===== src/rtl/mem_port_arbiter_pkg.sv =====
// mem_arb_pkg: shared types and constants for the instruction/data memory port arbiter.
//   state_e  : arbiter FSM states
//   grant_e  : which requester owns (or last owned) the bridge port
//   RESP_OKAY: AXI OKAY response code, also the reset value of the response registers
package mem_arb_pkg;

  typedef enum logic [1:0] {
    IDLE,
    GNT_I,
    GNT_D,
    RESP
  } state_e;

  typedef enum logic {
    GRANT_I,
    GRANT_D
  } grant_e;

  localparam logic [1:0] RESP_OKAY = 2'b00;

endpackage


===== src/rtl/mem_port_arbiter_if.sv =====
// mem_port_arbiter_if: bundles the fetch requester, data requester and bridge-side
// signals of the memory port arbiter.
//   modport master : arbiter view (drives completions to requesters, requests to bridge)
//   modport slave  : environment view (requesters and AXI-lite bridge)
interface mem_port_arbiter_if #(
  parameter int ADDR_W = 64,
  parameter int DATA_W = 64
);
  localparam int STRB_W = DATA_W / 8;

  // instruction-fetch requester (read-only)
  logic              i_req;
  logic [ADDR_W-1:0] i_addr;
  logic [DATA_W-1:0] i_rdata;
  logic              i_valid;
  logic [1:0]        i_resp;

  // data requester (read/write)
  logic              d_ren;
  logic              d_wen;
  logic [ADDR_W-1:0] d_addr;
  logic [STRB_W-1:0] d_wmask;
  logic [DATA_W-1:0] d_wdata;
  logic [DATA_W-1:0] d_rdata;
  logic              d_valid;
  logic [1:0]        d_resp;

  // AXI-lite master bridge port
  logic [ADDR_W-1:0] address_mem;
  logic              ren_mem;
  logic              wen_mem;
  logic [STRB_W-1:0] wmask_mem;
  logic [DATA_W-1:0] wdata_mem;
  logic [DATA_W-1:0] rdata_mem;
  logic              valid_mem;
  logic [1:0]        resp_mem;

  modport master (
    input  i_req, i_addr, d_ren, d_wen, d_addr, d_wmask, d_wdata,
    input  rdata_mem, valid_mem, resp_mem,
    output i_rdata, i_valid, i_resp, d_rdata, d_valid, d_resp,
    output address_mem, ren_mem, wen_mem, wmask_mem, wdata_mem
  );

  modport slave (
    output i_req, i_addr, d_ren, d_wen, d_addr, d_wmask, d_wdata,
    output rdata_mem, valid_mem, resp_mem,
    input  i_rdata, i_valid, i_resp, d_rdata, d_valid, d_resp,
    input  address_mem, ren_mem, wen_mem, wmask_mem, wdata_mem
  );

endinterface


===== src/rtl/mem_port_arbiter_pick.sv =====
// mem_arb_pick: combinational two-way selector between the fetch and data requesters.
//   i_req_i      : fetch request pending
//   d_active_i   : data read or write pending
//   last_grant_i : side granted most recently
//   grant_i_o    : fetch side wins
//   grant_d_o    : data side wins
// FAIR=1 alternates on ties (side other than last_grant); FAIR=0 gives ties to data.
module mem_arb_pick
  import mem_arb_pkg::*;
#(
  parameter bit FAIR = 1'b1
) (
  input  logic   i_req_i,
  input  logic   d_active_i,
  input  grant_e last_grant_i,
  output logic   grant_i_o,
  output logic   grant_d_o
);

  always_comb begin
    grant_i_o = 1'b0;
    grant_d_o = 1'b0;
    if (i_req_i && d_active_i) begin
      if (FAIR && (last_grant_i == GRANT_D)) grant_i_o = 1'b1;
      else                                   grant_d_o = 1'b1;
    end else if (i_req_i) begin
      grant_i_o = 1'b1;
    end else if (d_active_i) begin
      grant_d_o = 1'b1;
    end
  end

endmodule


===== src/rtl/mem_port_arbiter.sv =====
// mem_port_arbiter: shares the single AXI-lite bridge port between the fetch ("i")
// and data ("d") requesters of the CPU pipeline.
//   clk  : single clock
//   rstn : synchronous active-low reset
//   bus  : requester and bridge signals (mem_port_arbiter_if.master)
// A granted request is registered onto the bridge and held until valid_mem; the
// winner then sees a one-cycle valid with rdata/resp in the RESP state.
module mem_port_arbiter
  import mem_arb_pkg::*;
#(
  parameter int ADDR_W = 64,
  parameter int DATA_W = 64,
  parameter bit FAIR   = 1'b1
) (
  input logic                clk,
  input logic                rstn,
  mem_port_arbiter_if.master bus
);

  localparam int STRB_W = DATA_W / 8;

  state_e            state_q, state_d;
  grant_e            last_grant_q, last_grant_d;
  logic [ADDR_W-1:0] addr_q, addr_d;
  logic              ren_q, ren_d;
  logic              wen_q, wen_d;
  logic [STRB_W-1:0] wmask_q, wmask_d;
  logic [DATA_W-1:0] wdata_q, wdata_d;
  logic [DATA_W-1:0] i_rdata_q, i_rdata_d;
  logic [DATA_W-1:0] d_rdata_q, d_rdata_d;
  logic [1:0]        i_resp_q, i_resp_d;
  logic [1:0]        d_resp_q, d_resp_d;

  logic d_active;
  logic grant_i;
  logic grant_d;
  logic i_done;
  logic d_done;

  assign d_active = bus.d_ren | bus.d_wen;

  mem_arb_pick #(.FAIR(FAIR)) u_pick (
    .i_req_i      (bus.i_req),
    .d_active_i   (d_active),
    .last_grant_i (last_grant_q),
    .grant_i_o    (grant_i),
    .grant_d_o    (grant_d)
  );

  always_comb begin
    state_d      = state_q;
    last_grant_d = last_grant_q;
    addr_d       = addr_q;
    ren_d        = ren_q;
    wen_d        = wen_q;
    wmask_d      = wmask_q;
    wdata_d      = wdata_q;
    i_rdata_d    = i_rdata_q;
    d_rdata_d    = d_rdata_q;
    i_resp_d     = i_resp_q;
    d_resp_d     = d_resp_q;
    case (state_q)
      IDLE: begin
        if (grant_i) begin
          state_d      = GNT_I;
          last_grant_d = GRANT_I;
          addr_d       = bus.i_addr;
          ren_d        = 1'b1;
          wen_d        = 1'b0;
          wmask_d      = '0;
          wdata_d      = '0;
        end else if (grant_d) begin
          state_d      = GNT_D;
          last_grant_d = GRANT_D;
          addr_d       = bus.d_addr;
          // a simultaneous read+write request is issued as the write
          ren_d        = bus.d_ren & ~bus.d_wen;
          wen_d        = bus.d_wen;
          wmask_d      = bus.d_wmask;
          wdata_d      = bus.d_wdata;
        end
      end
      // wen_mem stays high through the valid_mem cycle: the bridge picks bresp vs rresp from it
      GNT_I: begin
        if (bus.valid_mem) begin
          i_rdata_d = bus.rdata_mem;
          ren_d     = 1'b0;
          wen_d     = 1'b0;
          state_d   = RESP;
        end
      end
      GNT_D: begin
        if (bus.valid_mem) begin
          d_rdata_d = bus.rdata_mem;
          ren_d     = 1'b0;
          wen_d     = 1'b0;
          state_d   = RESP;
        end
      end
      RESP: begin
        state_d = IDLE;
        if (last_grant_q == GRANT_I) i_resp_d = bus.resp_mem;
        else                         d_resp_d = bus.resp_mem;
      end
      default: state_d = IDLE;
    endcase
  end

  always_ff @(posedge clk) begin
    if (!rstn) begin
      state_q      <= IDLE;
      last_grant_q <= GRANT_I;
      addr_q       <= '0;
      ren_q        <= 1'b0;
      wen_q        <= 1'b0;
      wmask_q      <= '0;
      wdata_q      <= '0;
      i_rdata_q    <= '0;
      d_rdata_q    <= '0;
      i_resp_q     <= RESP_OKAY;
      d_resp_q     <= RESP_OKAY;
    end else begin
      state_q      <= state_d;
      last_grant_q <= last_grant_d;
      addr_q       <= addr_d;
      ren_q        <= ren_d;
      wen_q        <= wen_d;
      wmask_q      <= wmask_d;
      wdata_q      <= wdata_d;
      i_rdata_q    <= i_rdata_d;
      d_rdata_q    <= d_rdata_d;
      i_resp_q     <= i_resp_d;
      d_resp_q     <= d_resp_d;
    end
  end

  // last_grant doubles as the current owner while in RESP
  assign i_done = (state_q == RESP) && (last_grant_q == GRANT_I);
  assign d_done = (state_q == RESP) && (last_grant_q == GRANT_D);

  assign bus.address_mem = addr_q;
  assign bus.ren_mem     = ren_q;
  assign bus.wen_mem     = wen_q;
  assign bus.wmask_mem   = wmask_q;
  assign bus.wdata_mem   = wdata_q;
  assign bus.i_rdata     = i_rdata_q;
  assign bus.d_rdata     = d_rdata_q;
  assign bus.i_valid     = i_done;
  assign bus.d_valid     = d_done;
  // resp_mem is already updated by the bridge during RESP; pass it through, then hold
  assign bus.i_resp      = i_done ? bus.resp_mem : i_resp_q;
  assign bus.d_resp      = d_done ? bus.resp_mem : d_resp_q;

  a_rw_exclusive: assert property (@(posedge clk) disable iff (!rstn)
    !((state_q == IDLE) && bus.d_ren && bus.d_wen))
    else $warning("mem_port_arbiter: d_ren and d_wen both high, issuing the write");

endmodule


===== src/flat_wrapper.sv =====
// flat-port wrapper written by rule: the top's interface ports become plain ports
module mem_port_arbiter_flat import mem_arb_pkg::*;
#(
  parameter int ADDR_W = 64,
  parameter int DATA_W = 64,
  parameter bit FAIR   = 1'b1
)
  (clk, rstn, bus_i_req, bus_i_addr, bus_d_ren, bus_d_wen, bus_d_addr, bus_d_wmask, bus_d_wdata, bus_rdata_mem, bus_valid_mem, bus_resp_mem, bus_i_rdata, bus_i_valid, bus_i_resp, bus_d_rdata, bus_d_valid, bus_d_resp, bus_address_mem, bus_ren_mem, bus_wen_mem, bus_wmask_mem, bus_wdata_mem);
  mem_port_arbiter_if #(.ADDR_W(ADDR_W), .DATA_W(DATA_W)) bus_i ();
  input logic clk;
  input logic rstn;
  input wire logic [$bits(bus_i.i_req)-1:0] bus_i_req;
  input wire logic [$bits(bus_i.i_addr)-1:0] bus_i_addr;
  input wire logic [$bits(bus_i.d_ren)-1:0] bus_d_ren;
  input wire logic [$bits(bus_i.d_wen)-1:0] bus_d_wen;
  input wire logic [$bits(bus_i.d_addr)-1:0] bus_d_addr;
  input wire logic [$bits(bus_i.d_wmask)-1:0] bus_d_wmask;
  input wire logic [$bits(bus_i.d_wdata)-1:0] bus_d_wdata;
  input wire logic [$bits(bus_i.rdata_mem)-1:0] bus_rdata_mem;
  input wire logic [$bits(bus_i.valid_mem)-1:0] bus_valid_mem;
  input wire logic [$bits(bus_i.resp_mem)-1:0] bus_resp_mem;
  output wire logic [$bits(bus_i.i_rdata)-1:0] bus_i_rdata;
  output wire logic [$bits(bus_i.i_valid)-1:0] bus_i_valid;
  output wire logic [$bits(bus_i.i_resp)-1:0] bus_i_resp;
  output wire logic [$bits(bus_i.d_rdata)-1:0] bus_d_rdata;
  output wire logic [$bits(bus_i.d_valid)-1:0] bus_d_valid;
  output wire logic [$bits(bus_i.d_resp)-1:0] bus_d_resp;
  output wire logic [$bits(bus_i.address_mem)-1:0] bus_address_mem;
  output wire logic [$bits(bus_i.ren_mem)-1:0] bus_ren_mem;
  output wire logic [$bits(bus_i.wen_mem)-1:0] bus_wen_mem;
  output wire logic [$bits(bus_i.wmask_mem)-1:0] bus_wmask_mem;
  output wire logic [$bits(bus_i.wdata_mem)-1:0] bus_wdata_mem;
  assign bus_i.i_req = bus_i_req;
  assign bus_i.i_addr = bus_i_addr;
  assign bus_i.d_ren = bus_d_ren;
  assign bus_i.d_wen = bus_d_wen;
  assign bus_i.d_addr = bus_d_addr;
  assign bus_i.d_wmask = bus_d_wmask;
  assign bus_i.d_wdata = bus_d_wdata;
  assign bus_i.rdata_mem = bus_rdata_mem;
  assign bus_i.valid_mem = bus_valid_mem;
  assign bus_i.resp_mem = bus_resp_mem;
  assign bus_i_rdata = bus_i.i_rdata;
  assign bus_i_valid = bus_i.i_valid;
  assign bus_i_resp = bus_i.i_resp;
  assign bus_d_rdata = bus_i.d_rdata;
  assign bus_d_valid = bus_i.d_valid;
  assign bus_d_resp = bus_i.d_resp;
  assign bus_address_mem = bus_i.address_mem;
  assign bus_ren_mem = bus_i.ren_mem;
  assign bus_wen_mem = bus_i.wen_mem;
  assign bus_wmask_mem = bus_i.wmask_mem;
  assign bus_wdata_mem = bus_i.wdata_mem;
  mem_port_arbiter #(.ADDR_W(ADDR_W), .DATA_W(DATA_W), .FAIR(FAIR)) u_core (.clk(clk), .rstn(rstn), .bus(bus_i));
endmodule

===== config.mk =====
export PLATFORM = sky130hd
export DESIGN_NAME = mem_port_arbiter_flat
export DESIGN_NICKNAME = d
export VERILOG_FILES = /design/src/rtl/mem_port_arbiter_pkg.sv /design/src/rtl/mem_port_arbiter_if.sv /design/src/rtl/mem_port_arbiter_pick.sv /design/src/rtl/mem_port_arbiter.sv /design/src/flat_wrapper.sv
export SDC_FILE = /design/constraint.sdc
export NUM_CORES = 1
export LEC_CHECK = 0
export ABC_AREA = 1
export CAP_MARGIN = 20
export CORE_AREA = 2 2 210 212
export DETAILED_ROUTE_END_ITERATION = 16
export DIE_AREA = 0 0 212 214
export HOLD_SLACK_MARGIN = 0.03
export PLACE_DENSITY = 0.53
export SETUP_SLACK_MARGIN = 0.02
export SKIP_LAST_GASP = 1
export SLEW_MARGIN = 20
export SYNTH_ARGS = -nofsm -noshare
export SYNTH_HDL_FRONTEND = slang
export SYNTH_SLANG_ARGS = --single-unit

===== constraint.sdc =====
create_clock -name clk -period 1.7 [get_ports clk]
set_input_delay 0.34 -clock clk [delete_from_list [all_inputs] [get_ports clk]]
set_output_delay 0.34 -clock clk [all_outputs]
set_load 0.005 [all_outputs]

==> impl_metrics.ini <==
[power_and_ir_drop]
leakage_nw = 9.20
power_frac_comb_pct = 46.7
swShare_pct = 36.4
vdd_drop_max_mv = 0.657
powerDensity_nw_per_um2 = 1600
p_seq_share_pct = 29.5
p_sw_mw = 11.1
totalPowerFinal_mw = 30.3
clkPwrFrac_pct = 23.8
intPower_mw = 19.3

[setup_path]
crit_chain = ha_4, nand2_4, inv_4, or2_4, o21ai_4, inv_1, buf_2
criticalPathCategory = flip-flop to output port
rr_worst_depth = 11
crit_family = flip-flops
r2r_start = u_core.state_q[1]
reg2reg_slack_ns = -0.05
critical_path_required_ns = 1.36
r2r_end = u_core.bus.wdata_mem[39]
max_stage_delay_ns = 0.35
end_kind = output port
path_buf_inv = 3
cp_slowest_cell = dfxtp_4
crit_arrival_ns = 1.64
worstPathMaxFanout = 3
startpoint_type = flip-flop

[floorplan]
die_w_um = 212
die_area_um2 = 45400
core_area_um2 = 42900
io_pins = 544
row_count = 76
die_y_um = 214
initial_core_util_pct = 24.8

[synth]
synth_edf_count = 0
synth_top_cell_area_share_pct = 51.4
synth_cell_types = 20
syn_area_um2 = 10600
synth_warnings = 0
synth-seq-cells = 273
yosysMostFrequentCell = nor2_1
yosys-top-cells-count = nor2_1, nand2_1, dfxtp_1
syn_inst = 1501
ys_seq_area_share_pct = 51.4
async_flop_share_pct = 0
avgSynthCellArea_um2 = 7.08
synth_area_leaders = dfxtp_1, nor2_1, nand2_1
yosysTopAreaCell = dfxtp_1
syn-num-nets = 1779
synthFlopType = dfxtp_1

[routing]
wl_um = 44800
antenna_left = 0
via_per_inst = 4.30
vias = 11600
drt_iter0_markers = 585
drc = 0
wl_per_cell_um = 16.7
first_pass_iters = 5

[run_status]
status = finished with violations
violations = setup timing

[global_route]
grt_pass1_wl_um = 64000
grt_max_degree = 69
antenna_found_initial = 4
grt_use_total_pct = 18.1
grt_pass1_vias = 11300
grt_overflow_total = 0

[sta]
tightest_slew_ns = 0.508
rsz0062_at_grt = yes
slew_headroom_pct = 65.8
setup_ws_ns = -0.275
fin_skew_ns = 0.00917
finalMaxSlewViolations = 0
fmaxAchievable_ghz = 0.506
setup_viol = 46
hold_viol = 0
post-route-period-util_pct = 116
timing.final.crit_period_ns = 1.98
finalSetupTns_ns = -1.91

[clock_network]
cts_buffers = 35
cts-root-buf = clkbuf_16
clk_pin_slew_ns = 0.06
ctsHoldBuffers = 0
clk_latency_ns = 0.54
cts_max_level = 2
cts_buffer_depth = 3
tritoncts = built
cts_sinks = 273

[min_path]
hold_depth = 3
hp-start = rstn
min_to = u_core.bus.wen_mem
hp-class = primary input to flip-flop

[cells_and_area]
drive_gt1_share_pct = 13.6
syn2layout_area_growth_pct = 78.9
final_nets = 2357

[job]
drv_cap = 0

[placed_design]
finalWeightedCongestion = 0.835
dp_hpwl_um = 30500
io_buffer_count = 543
-- layout by cell type, fill, tap and decap left out, types with 2 or more instances in the layout --
cell type and count:
a21oi_1 30, a21oi_2 46, buf_12 24, buf_16 4, buf_2 5, buf_4 44
buf_6 10, buf_8 2, clkbuf_1 4, clkbuf_16 50, clkbuf_8 9, clkdlybuf4s50_1 270
clkinv_2 6, dfxtp_1 266, dfxtp_2 6, diode_2 4, dlygate4sd2_1 266, ha_1 4
ha_4 2, inv_1 74, inv_2 5, inv_4 5, nand2_1 310, nand2_2 14
nand2_4 34, nand3_1 67, nor2_1 395, nor2_2 3, o21ai_0 126, o21ai_1 2
o21ai_2 3, or2_4 5
-- sequential cells by signal (all words and copies together) (netlist names), 2 cells and up --
name                    flops
u_core.bus.wdata_mem       64
u_core.d_resp_q             2
u_core.bus.d_rdata         64
u_core.bus.i_rdata         64
u_core.state_q              2
u_core.i_resp_q             2
u_core.bus.address_mem     64
u_core.bus.wmask_mem        8
-- area by class of cell --
cell class,instances,area [µm²]
fill,4398,23900
timing repair buffer,638,6450
sequential,273,5480
multi-input combinational,1045,4880
clock buffer,50,1060
tap,585,732
inverter,85,344
clock inverter,8,46.3
antenna,4,10.0
timing repair inverter,1,8.76
-- tightest hold or removal path: cells and delay by family --
| family | cells | cell delay [ns] |
|---|---|---|
| and+or+nand+nor | 2 | 0.11 |
| buffers and inverters | 1 | 0.15 |
-- through the flow --
| step | instances | area (µm²) | util [%] | worst slack, ns | hold slack (ns) |
|---|---|---|---|---|---|
| after floorplan | 1501 | 10600 | - | 0.217 | 0.460 |
| after global placement | 2585 | 17000 | 39.6 | -0.323 | 0.452 |
| after detailed placement | 2585 | 17000 | 39.6 | -0.297 | 0.454 |
| after CTS | 2659 | 18000 | 42.1 | -0.312 | 0.0882 |
| after global routing | 2689 | 19000 | 44.3 | -0.339 | 0.0986 |
| final | 2689 | 19000 | 44.3 | -0.275 | 0.111 |
-- routing by layer --
layer / track usage [%] / wire [µm] / share of wire (%)
met1: 20.4 / 18200 / 41
met2: 31.6 / 21900 / 49
met3: 5.19 / 3220 / 7.2
met4: 7.56 / 1500 / 3.3
met5: 0 / 0 / 0
-- power by group through the flow --
stage	sequential, mW	combinational [mW]	clock [mW]
global placement	9.06	11.9	0
CTS	8.96	11.7	7.45
finish	8.96	14.2	7.22
floorplan	9.21	5.62	0
detailed placement	9.11	12.0	0
global route	9.17	15.5	7.67
-- logic make-up after synthesis --
| logic type | share of synthesized area (%) |
|---|---|
| compound gates | 9.80 |
| fa+ha+maj | 0.706 |
| buf+inv | 7.56 |
| flops | 51.4 |
| simple gates | 30.5 |
-- worst max-delay path by stage --
stage | start | to | cells past startpoint
floorplan | u_core.state_q[0] | u_core.bus.ren_mem | 8
global placement | bus_resp_mem[0] | bus_d_resp[0] | 4
detailed placement | bus_resp_mem[0] | bus_d_resp[0] | 4
CTS | u_core.state_q[1] | bus_d_resp[0] | 7
global route | u_core.state_q[1] | bus_d_resp[0] | 7
finish | u_core.state_q[1] | bus_d_resp[0] | 7
-- repair_timing --
item / CTS / global route
gates cloned: 3 / 18
buffers inserted: 15 / 13
pin swaps: 6 / 41
setup endpoints to repair: 319 / 126
resized for setup: 330 / 153
Power figures use the tool's default switching activity.
